`src/rtl/led_mem_arb.sv`:
```
// led_mem_arb: arbiter/sequencer for the tester's LED state register.
// Two writers (UART command bytes, key pushes) share the register; at most
// one update is applied per clock, with one pending slot per source.
// Status reports go out through uart_tx via a small TX FSM.
// Optional build macro: LED_ARB_REPORT_EN -- when defined, every applied
// update schedules a report; otherwise only opcode 11 does.
module led_mem_arb #(
    parameter int               NBITS = 6,
    parameter logic [NBITS-1:0] INIT  = '0
) (
    input  logic             in_clk,
    input  logic             in_rst,
    input  logic             in_uart_en,
    input  logic [7:0]       in_uart_data,
    input  logic             in_key_en,
    input  logic             in_tx_busy,
    input  logic             in_tx_done,
    output logic             out_tx_start,
    output logic [7:0]       out_tx_data,
    output logic [NBITS-1:0] out_mem,
    output logic [2:0]       out_cursor,
    output logic             out_drop
);

    typedef enum logic [1:0] {
        TX_IDLE  = 2'd0,
        TX_START = 2'd1,
        TX_WAIT  = 2'd2
    } tx_state_t;

    // State registers
    logic [NBITS-1:0] r_mem;
    logic [2:0]       r_cursor;
    logic             r_key_pend;
    logic             r_uart_pend;
    logic [7:0]       r_uart_byte;
    logic             r_rpt_pend;
    logic             r_drop;
    tx_state_t        r_tx_state;
    logic             r_tx_start;
    logic [7:0]       r_tx_data;

    // Service selection: pending slots first, then fresh requests
    logic             w_svc_kp;
    logic             w_svc_up;
    logic             w_svc_kn;
    logic             w_svc_un;
    logic             w_do_key;
    logic             w_do_uart;
    logic [7:0]       w_ubyte;
    logic             w_key_free;
    logic             w_uart_free;
    logic             w_key_latch;
    logic             w_key_drop;
    logic             w_uart_latch;
    logic             w_uart_drop;
    logic [NBITS-1:0] w_key_mask;
    logic [NBITS-1:0] w_idx_mask;
    logic [NBITS-1:0] w_wr_all;
    logic [NBITS-1:0] w_mem_nxt;
    logic [2:0]       w_cur_nxt;
    logic             w_rpt_req;
    logic             w_tx_take;

    // Busy is observed only; sequencing relies on the done pulse.
    logic             w_unused_busy;
    assign w_unused_busy = in_tx_busy;

    assign w_svc_kp  = r_key_pend;
    assign w_svc_up  = !r_key_pend && r_uart_pend;
    assign w_svc_kn  = !r_key_pend && !r_uart_pend && in_key_en;
    assign w_svc_un  = !r_key_pend && !r_uart_pend && !in_key_en && in_uart_en;
    assign w_do_key  = w_svc_kp || w_svc_kn;
    assign w_do_uart = w_svc_up || w_svc_un;
    assign w_ubyte   = w_svc_up ? r_uart_byte : in_uart_data;

    // A slot emptied by service this cycle can take a new request
    assign w_key_free   = !r_key_pend || w_svc_kp;
    assign w_uart_free  = !r_uart_pend || w_svc_up;
    assign w_key_latch  = in_key_en && !w_svc_kn && w_key_free;
    assign w_key_drop   = in_key_en && !w_svc_kn && !w_key_free;
    assign w_uart_latch = in_uart_en && !w_svc_un && w_uart_free;
    assign w_uart_drop  = in_uart_en && !w_svc_un && !w_uart_free;

    // Shifting a one past the top bit leaves an empty mask, so indices
    // >= NBITS become harmless no-op updates.
    assign w_key_mask = NBITS'(8'd1 << r_cursor);
    assign w_idx_mask = NBITS'(8'd1 << w_ubyte[2:0]);
    assign w_wr_all   = NBITS'({2'b00, w_ubyte[5:0]});

`ifdef LED_ARB_REPORT_EN
    assign w_rpt_req = w_do_key || w_do_uart;
`else
    assign w_rpt_req = w_do_uart && (w_ubyte[7:6] == 2'b11);
`endif

    assign w_tx_take = (r_tx_state == TX_IDLE) && r_rpt_pend;

    // Next LED state and cursor from the single serviced request
    always_comb begin
        w_mem_nxt = r_mem;
        w_cur_nxt = r_cursor;
        if (w_do_key) begin
            w_mem_nxt = r_mem ^ w_key_mask;
            w_cur_nxt = (r_cursor == 3'(NBITS - 1)) ? 3'd0 : r_cursor + 3'd1;
        end else if (w_do_uart) begin
            case (w_ubyte[7:6])
                2'b00:   w_mem_nxt = w_wr_all;
                2'b01:   w_mem_nxt = r_mem | w_idx_mask;
                2'b10:   w_mem_nxt = r_mem & ~w_idx_mask;
                default: w_mem_nxt = r_mem;
            endcase
        end
    end

    // LED state, cursor, pending slots and drop pulse
    always_ff @(posedge in_clk) begin
        if (in_rst) begin
            r_mem       <= INIT;
            r_cursor    <= 3'd0;
            r_key_pend  <= 1'b0;
            r_uart_pend <= 1'b0;
            r_uart_byte <= 8'd0;
            r_drop      <= 1'b0;
        end else begin
            r_mem       <= w_mem_nxt;
            r_cursor    <= w_cur_nxt;
            r_key_pend  <= w_key_latch || (r_key_pend && !w_svc_kp);
            r_uart_pend <= w_uart_latch || (r_uart_pend && !w_svc_up);
            if (w_uart_latch)
                r_uart_byte <= in_uart_data;
            r_drop      <= w_key_drop || w_uart_drop;
        end
    end

    // Report flag and TX sequencer; a request arriving as the flag is
    // consumed keeps it set for a follow-up report.
    always_ff @(posedge in_clk) begin
        if (in_rst) begin
            r_rpt_pend <= 1'b0;
            r_tx_state <= TX_IDLE;
            r_tx_start <= 1'b0;
            r_tx_data  <= 8'd0;
        end else begin
            r_rpt_pend <= w_rpt_req || (r_rpt_pend && !w_tx_take);
            r_tx_start <= 1'b0;
            case (r_tx_state)
                TX_IDLE: begin
                    if (r_rpt_pend) begin
                        r_tx_state <= TX_START;
                        r_tx_start <= 1'b1;
                        r_tx_data  <= 8'(r_mem);
                    end
                end
                TX_START: r_tx_state <= TX_WAIT;
                TX_WAIT: begin
                    if (in_tx_done)
                        r_tx_state <= TX_IDLE;
                end
                default: r_tx_state <= TX_IDLE;
            endcase
        end
    end

    assign out_mem      = r_mem;
    assign out_cursor   = r_cursor;
    assign out_drop     = r_drop;
    assign out_tx_start = r_tx_start;
    assign out_tx_data  = r_tx_data;

endmodule

```
`config.mk`:
```
export PLATFORM = sky130hd
export DESIGN_NAME = led_mem_arb
export DESIGN_NICKNAME = d
export VERILOG_FILES = /design/src/rtl/led_mem_arb.sv
export SDC_FILE = /design/constraint.sdc
export NUM_CORES = 1
export LEC_CHECK = 0
export BUFFER_PORTS_ARGS = -buffer_cell sky130_fd_sc_hd__buf_2
export CAP_MARGIN = 15
export CORE_UTILIZATION = 49
export DETAILED_ROUTE_END_ITERATION = 6
export PLACE_DENSITY_LB_ADDON = 0.08
export SLEW_MARGIN = 20
export SYNTH_ARGS = -nofsm -noshare
export SYNTH_HDL_FRONTEND = slang
export SYNTH_SLANG_ARGS = --single-unit
export TNS_END_PERCENT = 1
```
`constraint.sdc`:
```
create_clock -name in_clk -period 2.5 [get_ports in_clk]
set_clock_uncertainty 0.1 [all_clocks]
set_input_delay 0.125 -clock in_clk [delete_from_list [all_inputs] [get_ports in_clk]]
set_output_delay 0.125 -clock in_clk [all_outputs]
set_load 0.01 [all_outputs]
```
==> impl_results.html, run 1 <==
<table>
<tr><th>Metric</th><th>Value</th></tr>
<tr><th colspan="2">Worst hold path</th></tr>
<tr><td>Min-delay worst type</td><td>input port to register</td></tr>
<tr><th colspan="2">Drt</th></tr>
<tr><td>Met1 layer wirelength in the final routing</td><td>1840 um</td></tr>
<tr><td>Detailed-routing iteration count for the pre-antenna-repair pass</td><td>4</td></tr>
<tr><td>Number of vias after detailed routing</td><td>1557</td></tr>
<tr><td>Met3 routed WL</td><td>173 um</td></tr>
<tr><td>Starting DRC count in detailed routing</td><td>93</td></tr>
<tr><td>Uppermost metal layer occupied by signal nets</td><td>met4</td></tr>
<tr><td>Vias per std cell</td><td>5.46</td></tr>
<tr><td>Post-route DRC</td><td>0</td></tr>
<tr><td>WL met2</td><td>1890 um</td></tr>
<tr><td>Final ANT Viol Nets</td><td>0</td></tr>
<tr><td>WL per Instance</td><td>13.8 um</td></tr>
<tr><td>Routed WL</td><td>3940 um</td></tr>
<tr><th colspan="2">Outcome</th></tr>
<tr><td>Outcome</td><td>complete, no violations</td></tr>
<tr><th colspan="2">STA</th></tr>
<tr><td>FMAX</td><td>471 MHz</td></tr>
<tr><td>Final count of negative-setup-slack endpoints</td><td>0</td></tr>
<tr><td>Final number of max-transition violations</td><td>0</td></tr>
<tr><td>Setup TNS</td><td>0 ns</td></tr>
<tr><td>Setup repair after global routing missed its margin</td><td>no</td></tr>
<tr><td>Worst hold-check slack</td><td>0.142 ns</td></tr>
<tr><td>Count of endpoints failing hold in the final timing report</td><td>0</td></tr>
<tr><td>Final critical-path required period</td><td>2.12 ns</td></tr>
<tr><td>Measured slew at the worst slew-check pin</td><td>0.560 ns</td></tr>
<tr><td>Final period util</td><td>84.9%</td></tr>
<tr><td>Final WS setup</td><td>0.377 ns</td></tr>
<tr><td>Normalized max-slew margin</td><td>62.7%</td></tr>
<tr><th colspan="2">Power</th></tr>
<tr><td>Power share of the clock group</td><td>29.1%</td></tr>
<tr><td>IR Drop Worst-Case VDD</td><td>0.278 mV</td></tr>
<tr><td>Combinational share of power</td><td>21.8%</td></tr>
<tr><td>Areal power density over the cells</td><td>528 nW/um2</td></tr>
<tr><td>Total net switching power</td><td>349 uW</td></tr>
<tr><td>Reg power frac</td><td>49.0%</td></tr>
<tr><td>Cell-internal power</td><td>751 uW</td></tr>
<tr><td>Leak Pwr</td><td>0.909 nW</td></tr>
<tr><td>Switch share</td><td>31.7%</td></tr>
<tr><th colspan="2">Logic synthesis</th></tr>
<tr><td>Proportion of synthesized area in mux cells</td><td>14.6%</td></tr>
<tr><td>Most used flip-flop cell after synthesis</td><td>dfxtp_1</td></tr>
<tr><td>Post-synthesis compound-gate area fraction</td><td>20.6%</td></tr>
<tr><td>Fraction of synthesized cell area in xor and xnor cells</td><td>1.50%</td></tr>
<tr><td>Unique cell type count in the Yosys netlist</td><td>47</td></tr>
<tr><td>Biggest area contributors in the synthesized netlist</td><td>dfxtp_1 (34%), mux2i_1 (8.6%), nor2_1 (8.1%)</td></tr>
<tr><td>Proportion of synthesized flip-flops having asynchronous set or reset</td><td>0%</td></tr>
<tr><td>Post-Synth Adder-Cell Area</td><td>3.57%</td></tr>
<tr><td>Mapped Area</td><td>1750 um2</td></tr>
<tr><td>FF+latch count, synth</td><td>30</td></tr>
<tr><td>EDFF count, synth</td><td>0</td></tr>
<tr><td>Share of synthesized area occupied by flip-flops and latches</td><td>34.3%</td></tr>
<tr><td>Mean area per synthesized cell</td><td>8.85 um2</td></tr>
<tr><td>Syn. warnings</td><td>0</td></tr>
<tr><td>Fraction of post-synthesis cell area in the top cell type by area</td><td>34.3%</td></tr>
<tr><td>Library cell with the largest summed area after synthesis</td><td>dfxtp_1</td></tr>
<tr><td>Largest family of logic cells by synthesized area</td><td>compound AO/OA/AOI/OAI gates</td></tr>
<tr><td>Area fraction in and, or, nand and nor cells after synthesis</td><td>18.5%</td></tr>
<tr><td>Number of instances in the synthesized netlist</td><td>198</td></tr>
<tr><th colspan="2">Placement</th></tr>
<tr><td>Final HPWL from detailed placement</td><td>2850 um</td></tr>
<tr><td>Number of buffers inserted by port buffering</td><td>29</td></tr>
<tr><td>Worst setup timing slack at the placement stage</td><td>0.406 ns</td></tr>
<tr><td>Routability congestion estimate</td><td>0.864</td></tr>
<tr><td>Total cell area at the placement stage</td><td>1930 um2</td></tr>
<tr><th colspan="2">CTS</th></tr>
<tr><td>Number of buffers inserted during clock tree synthesis</td><td>5</td></tr>
<tr><td>Post-cts gate resize count</td><td>0</td></tr>
<tr><td>Clock-pin slew of the registers on the worst-case setup and hold paths</td><td>0.10 ns</td></tr>
<tr><td>Clock sink total</td><td>30</td></tr>
<tr><td>Clk_lat worst skew</td><td>0.34 ns</td></tr>
<tr><td>Clock root buffer</td><td>clkbuf_4</td></tr>
<tr><td>CTS tree</td><td>yes</td></tr>
<tr><td>Longest Clk Path Bufs</td><td>2</td></tr>
<tr><td>Max H-tree Level</td><td>2</td></tr>
<tr><th colspan="2">Finish</th></tr>
<tr><td>Area overhead of the layout relative to synthesis</td><td>18.9%</td></tr>
<tr><td>Final std cell area, no fill</td><td>2080 um2</td></tr>
<tr><td>Commonest cells after routing, fill and taps aside</td><td>nor2_1 (38), dfxtp_1 (30), buf_2 (29)</td></tr>
<tr><td>Filler cells</td><td>333</td></tr>
<tr><td>Multi-input gate area in the final layout</td><td>1040 um2</td></tr>
<tr><td>Share of layout cells above drive strength 1</td><td>26.8%</td></tr>
<tr><td>Antenna Cells</td><td>0</td></tr>
<tr><td>Leading cell type in the layout, fill and taps excluded</td><td>nor2_1</td></tr>
<tr><td>Sequential standard cell area</td><td>601 um2</td></tr>
<tr><td>Total number of nets in the final design</td><td>257</td></tr>
<tr><th colspan="2">Job</th></tr>
<tr><td>Total of max-cap violations</td><td>0</td></tr>
<tr><th colspan="2">Worst setup path</th></tr>
<tr><td>Worst-case register-to-register setup slack</td><td>0.38 ns</td></tr>
<tr><td>Crit start category</td><td>register</td></tr>
<tr><td>Reg-to-reg critical path startpoint</td><td>r_key_pend</td></tr>
<tr><td>Largest fanout on the critical path</td><td>4</td></tr>
<tr><td>Worst Path Class, Setup</td><td>register to register</td></tr>
<tr><td>End of the critical path</td><td>out_mem[4]</td></tr>
<tr><td>Worst reg2reg endpoint</td><td>out_mem[4]</td></tr>
<tr><td>Kind of capture point of the worst setup path</td><td>register</td></tr>
<tr><td>FF-to-FF path depth</td><td>7</td></tr>
<tr><td>Source of the critical timing path</td><td>r_key_pend</td></tr>
<tr><td>Arr. time, crit path</td><td>2.23 ns</td></tr>
<tr><td>Required time at the endpoint of the critical path</td><td>2.61 ns</td></tr>
<tr><th colspan="2">Die</th></tr>
<tr><td>Floorplan die area</td><td>3820 um2</td></tr>
<tr><td>Core outline area</td><td>3390 um2</td></tr>
<tr><td>Die extent in y</td><td>61.8 um</td></tr>
<tr><td>Starting density of the core</td><td>51.7%</td></tr>
<tr><td>FP Rows</td><td>21</td></tr>
<tr><td>Width of the chip</td><td>61.8 um</td></tr>
<tr><td>Ports placed on the boundary</td><td>33</td></tr>
<tr><th colspan="2">Global routing</th></tr>
<tr><td>Overall routing resource usage</td><td>22.4%</td></tr>
<tr><td>Pin count of the biggest net entering global routing</td><td>31</td></tr>
<tr><td>GR Overflow Total</td><td>0</td></tr>
<tr><td>Number of antenna violations at the first check in global routing</td><td>0</td></tr>
<tr><td>Wire length of the first global-routing pass</td><td>6150 um</td></tr>
<tr><td>Number of global-route vias before repair</td><td>1372</td></tr>
</table>
## timing repair
item	4_1_cts	5_1_grt
hold buffers	9	0
endpoints found under the hold margin	10	0
buffers inserted	0	0
## area by class of cell
cell class              instances  share of cell area (%)
multi-input cells             147                    50.1
flip-flops and latches         30                    28.8
repair buffers                 44                    13.4
well taps                      46                    2.76
clock buffers                   6                    2.46
inverters                      10                    1.80
clock inverters                 2                   0.600
## Yosys cell counts, types with 2 or more instances
cell type	count
nor2_1	38
dfxtp_1	30
a31o_2	2
a211oi_2	2
mux2_2	5
clkbuf_1	3
buf_2	3
nor3b_1	3
o21a_1	4
mux2i_1	15
a21boi_0	2
buf_1	2
nor2b_1	5
o211ai_1	3
nor3_1	2
xnor2_1	2
nand2_1	8
mux2i_2	2
and4bb_2	2
a21oi_1	12
o221ai_1	4
inv_1	10
buf_4	2
a211oi_1	6
ha_1	5
o21ai_0	5
## power by group through the flow
stage | sequential [mW] | clock [mW] | combinational (mW)
6_report | 0.539 | 0.321 | 0.240
5_1_grt | 0.544 | 0.349 | 0.267
4_1_cts | 0.539 | 0.329 | 0.242
3_5_place_dp | 0.550 | 0 | 0.229
3_3_place_gp | 0.548 | 0 | 0.223
2_1_floorplan | 0.546 | 0 | 0.166
## worst max-delay path: stages, from the launching register on
cell,delay [ns]
dfxtp_1,0.35
nand2b_4,0.14
mux2_2,0.37
ha_1,0.35
o221ai_2,0.22
nand2_1,0.15
a21boi_0,0.27
a211oi_2,0.05
## logic make-up (layout without fill, tap and decap cells)
group | after synthesis | count (layout)
XOR/XNOR | 3 | 3
other | 1 | 2
AO/OA/AOI/OAI | 48 | 48
flip-flops | 30 | 30
multiplexers | 23 | 23
buffers and inverters | 22 | 62
adder cells (fa/ha/maj) | 5 | 5
AND/OR/NAND/NOR | 66 | 66
## metrics by stage
step,util (%),instances,total power [mW]
after global placement,57.0,268,0.771
after CTS,61.5,285,1.11
after detailed placement,57.0,268,0.779
after floorplan,-,199,0.711
final,61.5,285,1.10
after global routing,61.5,285,1.16
## registers in the layout, summed over array words and instances, names as in the netlist
| name | flops |
|---|---|
| r_uart_byte | 8 |
| out_tx_start | 1 |
| out_mem | 6 |
| r_rpt_pend | 1 |
| out_tx_data | 6 |
| r_uart_pend | 1 |
| out_drop | 1 |
| out_cursor | 3 |
| r_tx_state | 2 |
| r_key_pend | 1 |
## routing by layer
| layer | global-route usage [%] | vias up |
|---|---|---|
| met3 | 6.42 | 4 |
| li1 | - | 779 |
| met2 | 36.7 | 38 |
| met5 | 0 | - |
| met1 | 28.0 | 736 |
| met4 | 7.94 | 0 |
## worst min-delay path by stage
stage                          from        endpoint  cells past startpoint
global placement    in_uart_data[7]  r_uart_byte[7]                      3
global route                 in_rst  out_tx_data[3]                      2
finish              in_uart_data[1]  r_uart_byte[1]                      5
floorplan           in_uart_data[0]  r_uart_byte[0]                      2
CTS                 in_uart_data[1]  r_uart_byte[1]                      5
detailed placement  in_uart_data[7]  r_uart_byte[7]                      3
(Power assumes the default switching activity.)
==> inputs of run 2 (changes only) <==
--- a/config.mk
+++ b/config.mk
@@ -7,7 +7,7 @@
 export LEC_CHECK = 0
 export BUFFER_PORTS_ARGS = -buffer_cell sky130_fd_sc_hd__buf_2
 export CAP_MARGIN = 15
-export CORE_UTILIZATION = 49
+export CORE_UTILIZATION = 55
 export DETAILED_ROUTE_END_ITERATION = 6
 export PLACE_DENSITY_LB_ADDON = 0.08
 export SLEW_MARGIN = 20
==> constraint.sdc (replaced) <==
create_clock -name in_clk -period 2.22 [get_ports in_clk]
set_clock_uncertainty 0.1 [all_clocks]
set_input_delay 0.111 -clock in_clk [delete_from_list [all_inputs] [get_ports in_clk]]
set_output_delay 0.111 -clock in_clk [all_outputs]
set_load 0.01 [all_outputs]
==> run 2 against run 1 <==
Sequential share of layout area is 0.14 points lower. Flip-flop and latch count unchanged. Die area down 11%. Global-route usage up 3.7 points. Wire length down 0.97%. Critical path depth up 1. Total power grew 12%. Fmax grew 2.0%. Non-clock buffer count down 1. Count of clock-buffer cells in the layout rose by 1. Core utilization grew 7.7 points. Clock power rose by 7.8%. Largest power group unchanged. Highest routed layer unchanged.
==> impl_results.html, run 2 (synthesis results as in run 1) <==
<table>
<tr><th>Metric</th><th>Value</th></tr>
<tr><th colspan="2">Finish</th></tr>
<tr><td>Post-route insts no fill</td><td>282</td></tr>
<tr><td>Final std cell area, no fill</td><td>2090 um2</td></tr>
<tr><td>Max FFs per register</td><td>8</td></tr>
<tr><td>Commonest cells after routing, fill and taps aside</td><td>nor2_1 (38), dfxtp_1 (30), buf_2 (29)</td></tr>
<tr><td>Antenna Cells</td><td>0</td></tr>
<tr><td>Post-route core utilization</td><td>69.2%</td></tr>
<tr><td>Total number of nets in the final design</td><td>256</td></tr>
<tr><td>Sequential standard cell area</td><td>601 um2</td></tr>
<tr><td>Area overhead of the layout relative to synthesis</td><td>19.5%</td></tr>
<tr><td>Leading cell type in the layout, fill and taps excluded</td><td>nor2_1</td></tr>
<tr><td>Share of layout cells above drive strength 1</td><td>26.5%</td></tr>
<tr><td>Multi-input gate area in the final layout</td><td>1070 um2</td></tr>
<tr><td>Filler cells</td><td>252</td></tr>
<tr><td>Register with the most flip-flops</td><td>r_uart_byte</td></tr>
<tr><th colspan="2">STA</th></tr>
<tr><td>Final number of max-transition violations</td><td>0</td></tr>
<tr><td>Count of endpoints failing hold in the final timing report</td><td>0</td></tr>
<tr><td>FMAX</td><td>481 MHz</td></tr>
<tr><td>Setup repair after global routing missed its margin</td><td>no</td></tr>
<tr><td>Final critical-path required period</td><td>2.08 ns</td></tr>
<tr><td>Normalized max-slew margin</td><td>63.2%</td></tr>
<tr><td>Final count of negative-setup-slack endpoints</td><td>0</td></tr>
<tr><td>Setup TNS</td><td>0 ns</td></tr>
<tr><td>Final WS setup</td><td>0.139 ns</td></tr>
<tr><td>Final period util</td><td>93.7%</td></tr>
<tr><td>Measured slew at the worst slew-check pin</td><td>0.551 ns</td></tr>
<tr><td>Worst hold-check slack</td><td>0.129 ns</td></tr>
<tr><th colspan="2">Worst setup path</th></tr>
<tr><td>Largest fanout on the critical path</td><td>12</td></tr>
<tr><td>Worst Path Class, Setup</td><td>register to register</td></tr>
<tr><td>Critical Path Max Stage Delay</td><td>0.39 ns</td></tr>
<tr><td>Slowest stage cell on the critical path</td><td>mux2_2</td></tr>
<tr><td>Required time at the endpoint of the critical path</td><td>2.40 ns</td></tr>
<tr><td>Reg-to-reg critical path startpoint</td><td>r_key_pend</td></tr>
<tr><td>FF-to-FF path depth</td><td>8</td></tr>
<tr><td>Arr. time, crit path</td><td>2.26 ns</td></tr>
<tr><td>Most Frequent Cell on Critical Path</td><td>a21oi_1</td></tr>
<tr><td>Worst-path cell chain</td><td>nand2b_4, mux2_2, ha_4, o221ai_4, buf_4, nor3_1, a21oi_1, a21oi_1</td></tr>
<tr><td>Crit start category</td><td>register</td></tr>
<tr><td>Kind of capture point of the worst setup path</td><td>register</td></tr>
<tr><td>Source of the critical timing path</td><td>r_key_pend</td></tr>
<tr><td>End of the critical path</td><td>out_mem[5]</td></tr>
<tr><td>Worst reg2reg endpoint</td><td>out_mem[5]</td></tr>
<tr><td>Worst-case register-to-register setup slack</td><td>0.14 ns</td></tr>
<tr><th colspan="2">Drt</th></tr>
<tr><td>Met1 layer wirelength in the final routing</td><td>1760 um</td></tr>
<tr><td>WL met2</td><td>1870 um</td></tr>
<tr><td>Routed WL</td><td>3900 um</td></tr>
<tr><td>Detailed-routing iteration count for the pre-antenna-repair pass</td><td>4</td></tr>
<tr><td>Uppermost metal layer occupied by signal nets</td><td>met4</td></tr>
<tr><td>WL per Instance</td><td>13.8 um</td></tr>
<tr><td>Vias per std cell</td><td>5.50</td></tr>
<tr><td>Number of vias after detailed routing</td><td>1551</td></tr>
<tr><td>Starting DRC count in detailed routing</td><td>76</td></tr>
<tr><td>Final ANT Viol Nets</td><td>0</td></tr>
<tr><td>Met3 routed WL</td><td>145 um</td></tr>
<tr><td>Post-route DRC</td><td>0</td></tr>
<tr><th colspan="2">CTS</th></tr>
<tr><td>Post-cts gate resize count</td><td>0</td></tr>
<tr><td>Longest Clk Path Bufs</td><td>2</td></tr>
<tr><td>Max H-tree Level</td><td>2</td></tr>
<tr><td>Number of buffers inserted during clock tree synthesis</td><td>5</td></tr>
<tr><td>Clock sink total</td><td>30</td></tr>
<tr><td>Quantity of hold-fixing buffers added after cts</td><td>9</td></tr>
<tr><td>Clock root buffer</td><td>clkbuf_4</td></tr>
<tr><td>Clk_lat worst skew</td><td>0.34 ns</td></tr>
<tr><td>CTS tree</td><td>yes</td></tr>
<tr><td>Clock-pin slew of the registers on the worst-case setup and hold paths</td><td>0.10 ns</td></tr>
<tr><td>Number of buffers added for setup after CTS</td><td>0</td></tr>
<tr><th colspan="2">Power</th></tr>
<tr><td>Areal power density over the cells</td><td>588 nW/um2</td></tr>
<tr><td>IR Drop Worst-Case VDD</td><td>0.439 mV</td></tr>
<tr><td>Overall Power</td><td>1.23 mW</td></tr>
<tr><td>Leak Pwr</td><td>0.907 nW</td></tr>
<tr><th colspan="2">Global routing</th></tr>
<tr><td>Number of antenna violations at the first check in global routing</td><td>0</td></tr>
<tr><td>Wire length of the first global-routing pass</td><td>6590 um</td></tr>
<tr><td>Overall routing resource usage</td><td>26.0%</td></tr>
<tr><td>Number of global-route vias before repair</td><td>1519</td></tr>
<tr><td>GR Overflow Total</td><td>0</td></tr>
<tr><td>Pin count of the biggest net entering global routing</td><td>31</td></tr>
<tr><th colspan="2">Die</th></tr>
<tr><td>Floorplan die area</td><td>3420 um2</td></tr>
<tr><td>Width of the chip</td><td>58.5 um</td></tr>
<tr><td>Starting density of the core</td><td>57.9%</td></tr>
<tr><td>Die extent in y</td><td>58.5 um</td></tr>
<tr><td>FP Rows</td><td>20</td></tr>
<tr><td>Ports placed on the boundary</td><td>33</td></tr>
<tr><td>Core outline area</td><td>3030 um2</td></tr>
<tr><th colspan="2">Placement</th></tr>
<tr><td>Routability congestion estimate</td><td>0.887</td></tr>
<tr><td>Final HPWL from detailed placement</td><td>2810 um</td></tr>
<tr><td>Worst setup timing slack at the placement stage</td><td>0.162 ns</td></tr>
<tr><td>Number of buffers inserted by port buffering</td><td>29</td></tr>
<tr><td>Total cell area at the placement stage</td><td>1940 um2</td></tr>
<tr><td>Cells after DPL</td><td>265</td></tr>
<tr><th colspan="2">Outcome</th></tr>
<tr><td>Outcome</td><td>complete, no violations</td></tr>
<tr><th colspan="2">Worst hold path</th></tr>
<tr><td>Min-delay worst type</td><td>input port to register</td></tr>
<tr><th colspan="2">Job</th></tr>
<tr><td>Total of max-cap violations</td><td>0</td></tr>
</table>
## run 2: power breakdown
group / internal [mW] / total [mW] / switching, mW
logic: 0.130 / 0.278 / 0.148
registers: 0.568 / 0.608 / 0.0402
clock network: 0.153 / 0.346 / 0.193
total: 0.851 / 1.23 / 0.381
## run 2: per-layer routing
metal / track usage, % / vias to the layer above
met4: 13.6 / 0
met2: 43.0 / 34
met1: 30.8 / 731
met5: 0 / -
met3: 7.25 / 12
li1: - / 774
## run 2: final cells by class
cell class | instances | area share, %
clock buffer | 7 | 2.63
clock inverter | 1 | 0.239
inverter | 10 | 1.79
multi-input combinational | 147 | 51.0
sequential | 30 | 28.7
tap | 44 | 2.63
timing repair buffer | 43 | 13.0
## run 2: worst min path at each step
stage,start,to,cells past startpoint
floorplan,in_uart_data[0],r_uart_byte[0],2
global placement,in_uart_data[5],r_uart_byte[5],3
detailed placement,in_uart_data[7],r_uart_byte[7],3
CTS,in_uart_data[1],r_uart_byte[1],5
global route,in_rst,r_uart_byte[7],2
finish,in_uart_data[1],r_uart_byte[1],5
## run 2: worst max-delay path: cells and delay by family, from the launching register on
kind	cells	cell delay, ns
simple gates	2	0.34
flops	1	0.34
mux	1	0.39
buf+inv	1	0.18
fa+ha+maj	1	0.37
compound gates	3	0.30
